--- config.mk ---
export PLATFORM = sky130hd
export DESIGN_NAME = decode_stage
export DESIGN_NICKNAME = d
export VERILOG_FILES = /design/src/rtl/decode_stage.sv
export SDC_FILE = /design/constraint.sdc
export NUM_CORES = 2
export LEC_CHECK = 0
export CAP_MARGIN = 20
export CORE_MARGIN = 2
export CORE_UTILIZATION = 63
export CTS_BUF_LIST = sky130_fd_sc_hd__clkbuf_8
export DETAILED_ROUTE_END_ITERATION = 16
export PLACE_DENSITY = 0.92
export SYNTH_ARGS = -nofsm -noshare
export SYNTH_HDL_FRONTEND = slang
export SYNTH_SLANG_ARGS = --single-unit
--- constraint.sdc ---
create_clock -name clk -period 3.4 [get_ports clk]
set_clock_uncertainty 0.15 [all_clocks]
set_input_delay 0.85 -clock clk [delete_from_list [all_inputs] [get_ports clk]]
set_output_delay 0.85 -clock clk [all_outputs]
set_load 0.01 [all_outputs]
--- src/rtl/decode_stage.sv ---
// RV32I instruction decode stage.
// Holds the 32x32 register file (one writeback port, write-through bypass on
// both read ports), decodes control signals and immediates for the supported
// subset (R-type ALU, I-type ALU, lw, sw, beq, jal) and registers everything
// into the ID/EX pipeline register. Unsupported encodings, including the
// all-zero IF/ID reset value, become bubbles with IllegalE raised.
module decode_stage #(
    parameter int XLEN  = 32,
    parameter int NREGS = 32
) (
    input  logic            clk,
    input  logic            rst,
    input  logic [31:0]     InstrD,
    input  logic [XLEN-1:0] PCD,
    input  logic [XLEN-1:0] PCPlus4D,
    input  logic            RegWriteW,
    input  logic [4:0]      RdW,
    input  logic [XLEN-1:0] ResultW,
    input  logic            FlushE,
    input  logic            StallE,
    output logic            RegWriteE,
    output logic [1:0]      ResultSrcE,
    output logic            MemWriteE,
    output logic            JumpE,
    output logic            BranchE,
    output logic [2:0]      ALUControlE,
    output logic            ALUSrcE,
    output logic [XLEN-1:0] RD1E,
    output logic [XLEN-1:0] RD2E,
    output logic [XLEN-1:0] ImmExtE,
    output logic [4:0]      Rs1E,
    output logic [4:0]      Rs2E,
    output logic [4:0]      RdE,
    output logic [XLEN-1:0] PCE,
    output logic [XLEN-1:0] PCPlus4E,
    output logic            IllegalE
);

    localparam logic [6:0] OP_R    = 7'b0110011;
    localparam logic [6:0] OP_IALU = 7'b0010011;
    localparam logic [6:0] OP_LW   = 7'b0000011;
    localparam logic [6:0] OP_SW   = 7'b0100011;
    localparam logic [6:0] OP_BEQ  = 7'b1100011;
    localparam logic [6:0] OP_JAL  = 7'b1101111;

    localparam logic [2:0] ALU_ADD = 3'b000;
    localparam logic [2:0] ALU_SUB = 3'b001;

    // Maps funct3 of an ALU instruction to {supported, ALU control}.
    // funct3=011 (sltu) has no ALU operation here and is reported unsupported.
    function automatic logic [3:0] aluFromFunct3(input logic [2:0] f3);
        case (f3)
            3'b000:  aluFromFunct3 = {1'b1, 3'b000};   // add
            3'b111:  aluFromFunct3 = {1'b1, 3'b010};   // and
            3'b110:  aluFromFunct3 = {1'b1, 3'b011};   // or
            3'b100:  aluFromFunct3 = {1'b1, 3'b100};   // xor
            3'b010:  aluFromFunct3 = {1'b1, 3'b101};   // slt
            3'b001:  aluFromFunct3 = {1'b1, 3'b110};   // sll
            3'b101:  aluFromFunct3 = {1'b1, 3'b111};   // srl
            default: aluFromFunct3 = {1'b0, 3'b000};
        endcase
    endfunction

    logic [6:0]      opcode_s;
    logic [2:0]      funct3_s;
    logic [6:0]      funct7_s;
    logic [4:0]      rs1_s;
    logic [4:0]      rs2_s;
    logic [4:0]      rd_s;
    logic [3:0]      aluDec_s;
    logic [XLEN-1:0] rd1_s;
    logic [XLEN-1:0] rd2_s;
    logic [XLEN-1:0] regs_r [NREGS];

    logic            regWrite_s;
    logic [1:0]      resultSrc_s;
    logic            memWrite_s;
    logic            jump_s;
    logic            branch_s;
    logic [2:0]      aluControl_s;
    logic            aluSrc_s;
    logic [XLEN-1:0] immExt_s;
    logic            illegal_s;

    assign opcode_s = InstrD[6:0];
    assign rd_s     = InstrD[11:7];
    assign funct3_s = InstrD[14:12];
    assign rs1_s    = InstrD[19:15];
    assign rs2_s    = InstrD[24:20];
    assign funct7_s = InstrD[31:25];
    assign aluDec_s = aluFromFunct3(funct3_s);

    // Register file write port; x0 is never written so it always reads zero.
    always_ff @(posedge clk) begin
        if (rst) begin
            for (int i = 0; i < NREGS; i++) begin
                regs_r[i] <= '0;
            end
        end else if (RegWriteW && (RdW != 5'd0)) begin
            regs_r[RdW] <= ResultW;
        end
    end

    // Read ports with write-through bypass so a same-cycle WB value is seen.
    always_comb begin
        rd1_s = regs_r[rs1_s];
        rd2_s = regs_r[rs2_s];
        if (rs1_s == 5'd0) begin
            rd1_s = '0;
        end else if (RegWriteW && (RdW == rs1_s)) begin
            rd1_s = ResultW;
        end else begin
            rd1_s = regs_r[rs1_s];
        end
        if (rs2_s == 5'd0) begin
            rd2_s = '0;
        end else if (RegWriteW && (RdW == rs2_s)) begin
            rd2_s = ResultW;
        end else begin
            rd2_s = regs_r[rs2_s];
        end
    end

    // Main decoder: control signals and immediate; anything unrecognised is a bubble.
    always_comb begin
        regWrite_s   = 1'b0;
        resultSrc_s  = 2'b00;
        memWrite_s   = 1'b0;
        jump_s       = 1'b0;
        branch_s     = 1'b0;
        aluControl_s = ALU_ADD;
        aluSrc_s     = 1'b0;
        immExt_s     = '0;
        illegal_s    = 1'b0;
        case (opcode_s)
            OP_R: begin
                if ((funct7_s == 7'b0000000) && aluDec_s[3]) begin
                    regWrite_s   = 1'b1;
                    aluControl_s = aluDec_s[2:0];
                end else if ((funct7_s == 7'b0100000) && (funct3_s == 3'b000)) begin
                    regWrite_s   = 1'b1;
                    aluControl_s = ALU_SUB;
                end else begin
                    illegal_s = 1'b1;
                end
            end
            OP_IALU: begin
                // Shifts carry funct7 in imm[11:5]; only the logical (zero) form is supported.
                if (aluDec_s[3] && (((funct3_s != 3'b001) && (funct3_s != 3'b101))
                                    || (funct7_s == 7'b0000000))) begin
                    regWrite_s   = 1'b1;
                    aluSrc_s     = 1'b1;
                    aluControl_s = aluDec_s[2:0];
                    immExt_s     = {{20{InstrD[31]}}, InstrD[31:20]};
                end else begin
                    illegal_s = 1'b1;
                end
            end
            OP_LW: begin
                if (funct3_s == 3'b010) begin
                    regWrite_s  = 1'b1;
                    resultSrc_s = 2'b01;
                    aluSrc_s    = 1'b1;
                    immExt_s    = {{20{InstrD[31]}}, InstrD[31:20]};
                end else begin
                    illegal_s = 1'b1;
                end
            end
            OP_SW: begin
                if (funct3_s == 3'b010) begin
                    memWrite_s = 1'b1;
                    aluSrc_s   = 1'b1;
                    immExt_s   = {{20{InstrD[31]}}, InstrD[31:25], InstrD[11:7]};
                end else begin
                    illegal_s = 1'b1;
                end
            end
            OP_BEQ: begin
                if (funct3_s == 3'b000) begin
                    branch_s     = 1'b1;
                    aluControl_s = ALU_SUB;
                    immExt_s     = {{20{InstrD[31]}}, InstrD[7], InstrD[30:25],
                                    InstrD[11:8], 1'b0};
                end else begin
                    illegal_s = 1'b1;
                end
            end
            OP_JAL: begin
                jump_s      = 1'b1;
                regWrite_s  = 1'b1;
                resultSrc_s = 2'b10;
                immExt_s    = {{12{InstrD[31]}}, InstrD[19:12], InstrD[20],
                               InstrD[30:21], 1'b0};
            end
            default: begin
                illegal_s = 1'b1;
            end
        endcase
    end

    // ID/EX pipeline register: reset and flush load a zero bubble, stall holds.
    always_ff @(posedge clk) begin
        if (rst || FlushE) begin
            RegWriteE   <= 1'b0;
            ResultSrcE  <= 2'b00;
            MemWriteE   <= 1'b0;
            JumpE       <= 1'b0;
            BranchE     <= 1'b0;
            ALUControlE <= 3'b000;
            ALUSrcE     <= 1'b0;
            RD1E        <= '0;
            RD2E        <= '0;
            ImmExtE     <= '0;
            Rs1E        <= 5'd0;
            Rs2E        <= 5'd0;
            RdE         <= 5'd0;
            PCE         <= '0;
            PCPlus4E    <= '0;
            IllegalE    <= 1'b0;
        end else if (!StallE) begin
            RegWriteE   <= regWrite_s;
            ResultSrcE  <= resultSrc_s;
            MemWriteE   <= memWrite_s;
            JumpE       <= jump_s;
            BranchE     <= branch_s;
            ALUControlE <= aluControl_s;
            ALUSrcE     <= aluSrc_s;
            RD1E        <= rd1_s;
            RD2E        <= rd2_s;
            ImmExtE     <= immExt_s;
            Rs1E        <= rs1_s;
            Rs2E        <= rs2_s;
            RdE         <= rd_s;
            PCE         <= PCD;
            PCPlus4E    <= PCPlus4D;
            IllegalE    <= illegal_s;
        end
    end

endmodule

==> metrics.csv <==
metric;value;unit
antenna_left;0;
core-area;0.09501;mm2
num_vias;45698;
critPathArrivalTime;2.32;ns
hpwl;133100;um
clk_pin_slew_worst_paths;0.06;ns
io_buffers;323;
track_usage;43.11;%
ioPinCount;324;
reg2reg_from;regs_r[31][2];
ys_types;68;
cts_num_sinks;1199;
setup_viol;0;
cts_setup_buffers;0;
drt_first_iter_violations;8618;
endpoint_kind;output port;
dr.pass1.iters;11;
antenna_found_initial;23;
p_per_area;464.6;mW/mm2
cts_resized;0;
final_min_period_over_clock_period;97.55;%
yosysSeqAreaShare;56.69;%
drive_gt1_share;18.52;%
holdWs;0.3068;ns
r2r.worst_path.cells;4;
crit_buf_inv;1;
status;completed;
syn_avg_cell_area;13.67;um2
htreeDepth;4;
cts_buffers;190;
grt_util_met1;50.66;%
path_max_fanout;2;
use_met2;63.44;%
critPathRequiredTime;2.40;ns
totalWireLength;213900;um
wire_per_inst;34.23;um
rsz0062_at_grt;no;
syn_to_final_growth;17.37;%
irDropWorstVdd;0.0003804;V
period_minus_slack;3.317;ns
crit_type;reg -> out;
crit_path_start_kind;flop;
num_rows;113;
path_delay_family;flip-flops;
ys_top_cells_by_area;edfxtp_1 51%, and2_1 10%, mux2i_1 9.8%;
grt_pass1_vias;45944;
grt_pass1_wl;304400;um
met3_usage;16.41;%
startpoint;RD2E[20];
synth_flop_cell;edfxtp_1;
hold_buffers;0;
cp_cell_sequence;clkdlybuf4s50_1;
start_util;63.59;%
ys_warn_count;0;
ff2ff_setup_slack;0.79;ns
cts_buffer_depth;3;
yosysMostFrequentCell;edfxtp_1;
drv_cap;0;
yosys-top-cells-count;1024 x edfxtp_1, 993 x and2_1, 594 x mux2i_1, 316 x clkbuf_1, 264 x a22oi_1;
leakagePower;26.58;nW
synth_cells;4420;
cts_tree;done;
timing.rr.end;RD1E[2];
num-nets-final;4946;
cpMaxStageDelayCell;dfxtp_1;
grt_overflow;0;
final_util;74.64;%
timing.fmax;0.3015;GHz
synth_area;0.06042;mm2
dp_cells;5881;
endpoint;RD2E[20];
via_per_inst;7.312;
yosysTopAreaCell;edfxtp_1;
stdcell_count;6250;
worstMarginPinSlew;1.265;ns
die_w;313.7;um
synth_async_sr_flop_share;0;%
cts-root-buf;clkbuf_8;
synth_seq_cells;1199;
synth_edf_count;1024;
worstSetupPathDepth;1;
slew_headroom;15.65;%
top_usage_layer;met2;
cpPeakStageDelay;0.70;ns
tns;0;ns
slew_violations;0;
grt_start_max_net_pins;87;
drc_errors;0;
synth_top_cell_area_share;50.89;%
clk_latency;0.94;ns
finalHoldViolations;0;
gp_congestion;0.9919;
hp-class;in -> reg;
die-area;0.09840;mm2
die_h;313.7;um
state kept, by name (all words and copies together), names as in the netlist:
name / count
regs_r: 1024
PCE: 32
PCPlus4E: 32
RD1E: 32
RD2E: 32
ImmExtE: 21
RdE: 5
Rs1E: 5
Rs2E: 5
ALUControlE: 3
ResultSrcE: 2
ALUSrcE: 1
BranchE: 1
IllegalE: 1
JumpE: 1
MemWriteE: 1
RegWriteE: 1
per-layer routing:
layer,wire (um),vias to the layer above
met4,21670,29
met2,91500,4995
met3,36270,1429
li1,-,17650
met1,64230,21595
met5,242,-
power breakdown:
group	switching (mW)	total, mW	internal, mW
registers	0.513	17.2	16.7
logic	2.32	4.01	1.70
clock network	5.97	11.7	5.74
kinds of logic (layout without fill, tap and decap cells):
logic type                count (synthesis)  count (layout)  share of synthesized area (%)
AOI/OAI and AO/OA                       511             511                          6.407
xor gates and xnor gates                 11              11                         0.1594
buffers and inverters                   473             990                          3.500
DFF                                    1199            1199                          56.69
muxes                                   850             850                          19.38
other                                     1              49                       0.006207
and+or+nand+nor                        1375            1375                          13.85
stage by stage:
| step | cell area (um2) | setup WS (ns) | power [mW] |
|---|---|---|---|
| after CTS | 70870 | 0.1030 | 32.63 |
| final | 70920 | 0.08327 | 32.95 |
| after global placement | 67310 | -0.02488 | 21.08 |
| after floorplan | 60540 | 0.5234 | 19.39 |
| after detailed placement | 67310 | 0.008423 | 21.28 |
| after global routing | 70900 | 0.1032 | 33.54 |
worst min-delay path by stage:
stage,startpoint,cells after the start,to
4_1_cts,InstrD[20],3,Rs2E[0]
5_1_grt,InstrD[20],3,Rs2E[0]
3_5_place_dp,ImmExtE[11],2,ImmExtE[11]
2_1_floorplan,ALUControlE[0],2,ALUControlE[0]
6_report,InstrD[20],3,Rs2E[0]
3_3_place_gp,ImmExtE[11],2,ImmExtE[11]
final cells by class:
cell class	instances	area, um2
clock buffers	212	2918
flip-flops and latches	1199	34250
clock inverters	140	641.9
repair buffers	634	6997
well taps	1265	1583
diodes	17	42.54
fillers	5450	24100
multi-input cells	2779	24470
inverters	4	15.01
cell usage in the layout, fill, tap and decap left out, types with 5 or more instances in the layout:
cell type,n
and2_1,993
buf_12,113
nor4_1,67
inv_8,7
o22ai_1,129
inv_1,98
buf_4,200
a21oi_1,9
nor3_1,5
clkinv_1,22
mux4_2,256
diode_2,17
nor2_1,98
a221o_1,68
nand4_1,66
a22o_1,7
and3_2,6
nand3b_1,7
clkinv_2,9
nand3_1,9
clkbuf_8,212
conb_1,32
or2_2,33
nor2_2,27
mux2i_1,594
nor2_4,5
clkdlybuf4s50_1,317
nor4bb_4,8
dfxtp_1,175
edfxtp_1,1024
o21ai_0,9
nand2_1,16
a22oi_1,264
xnor2_1,7
Power figures use the tool's default switching activity.
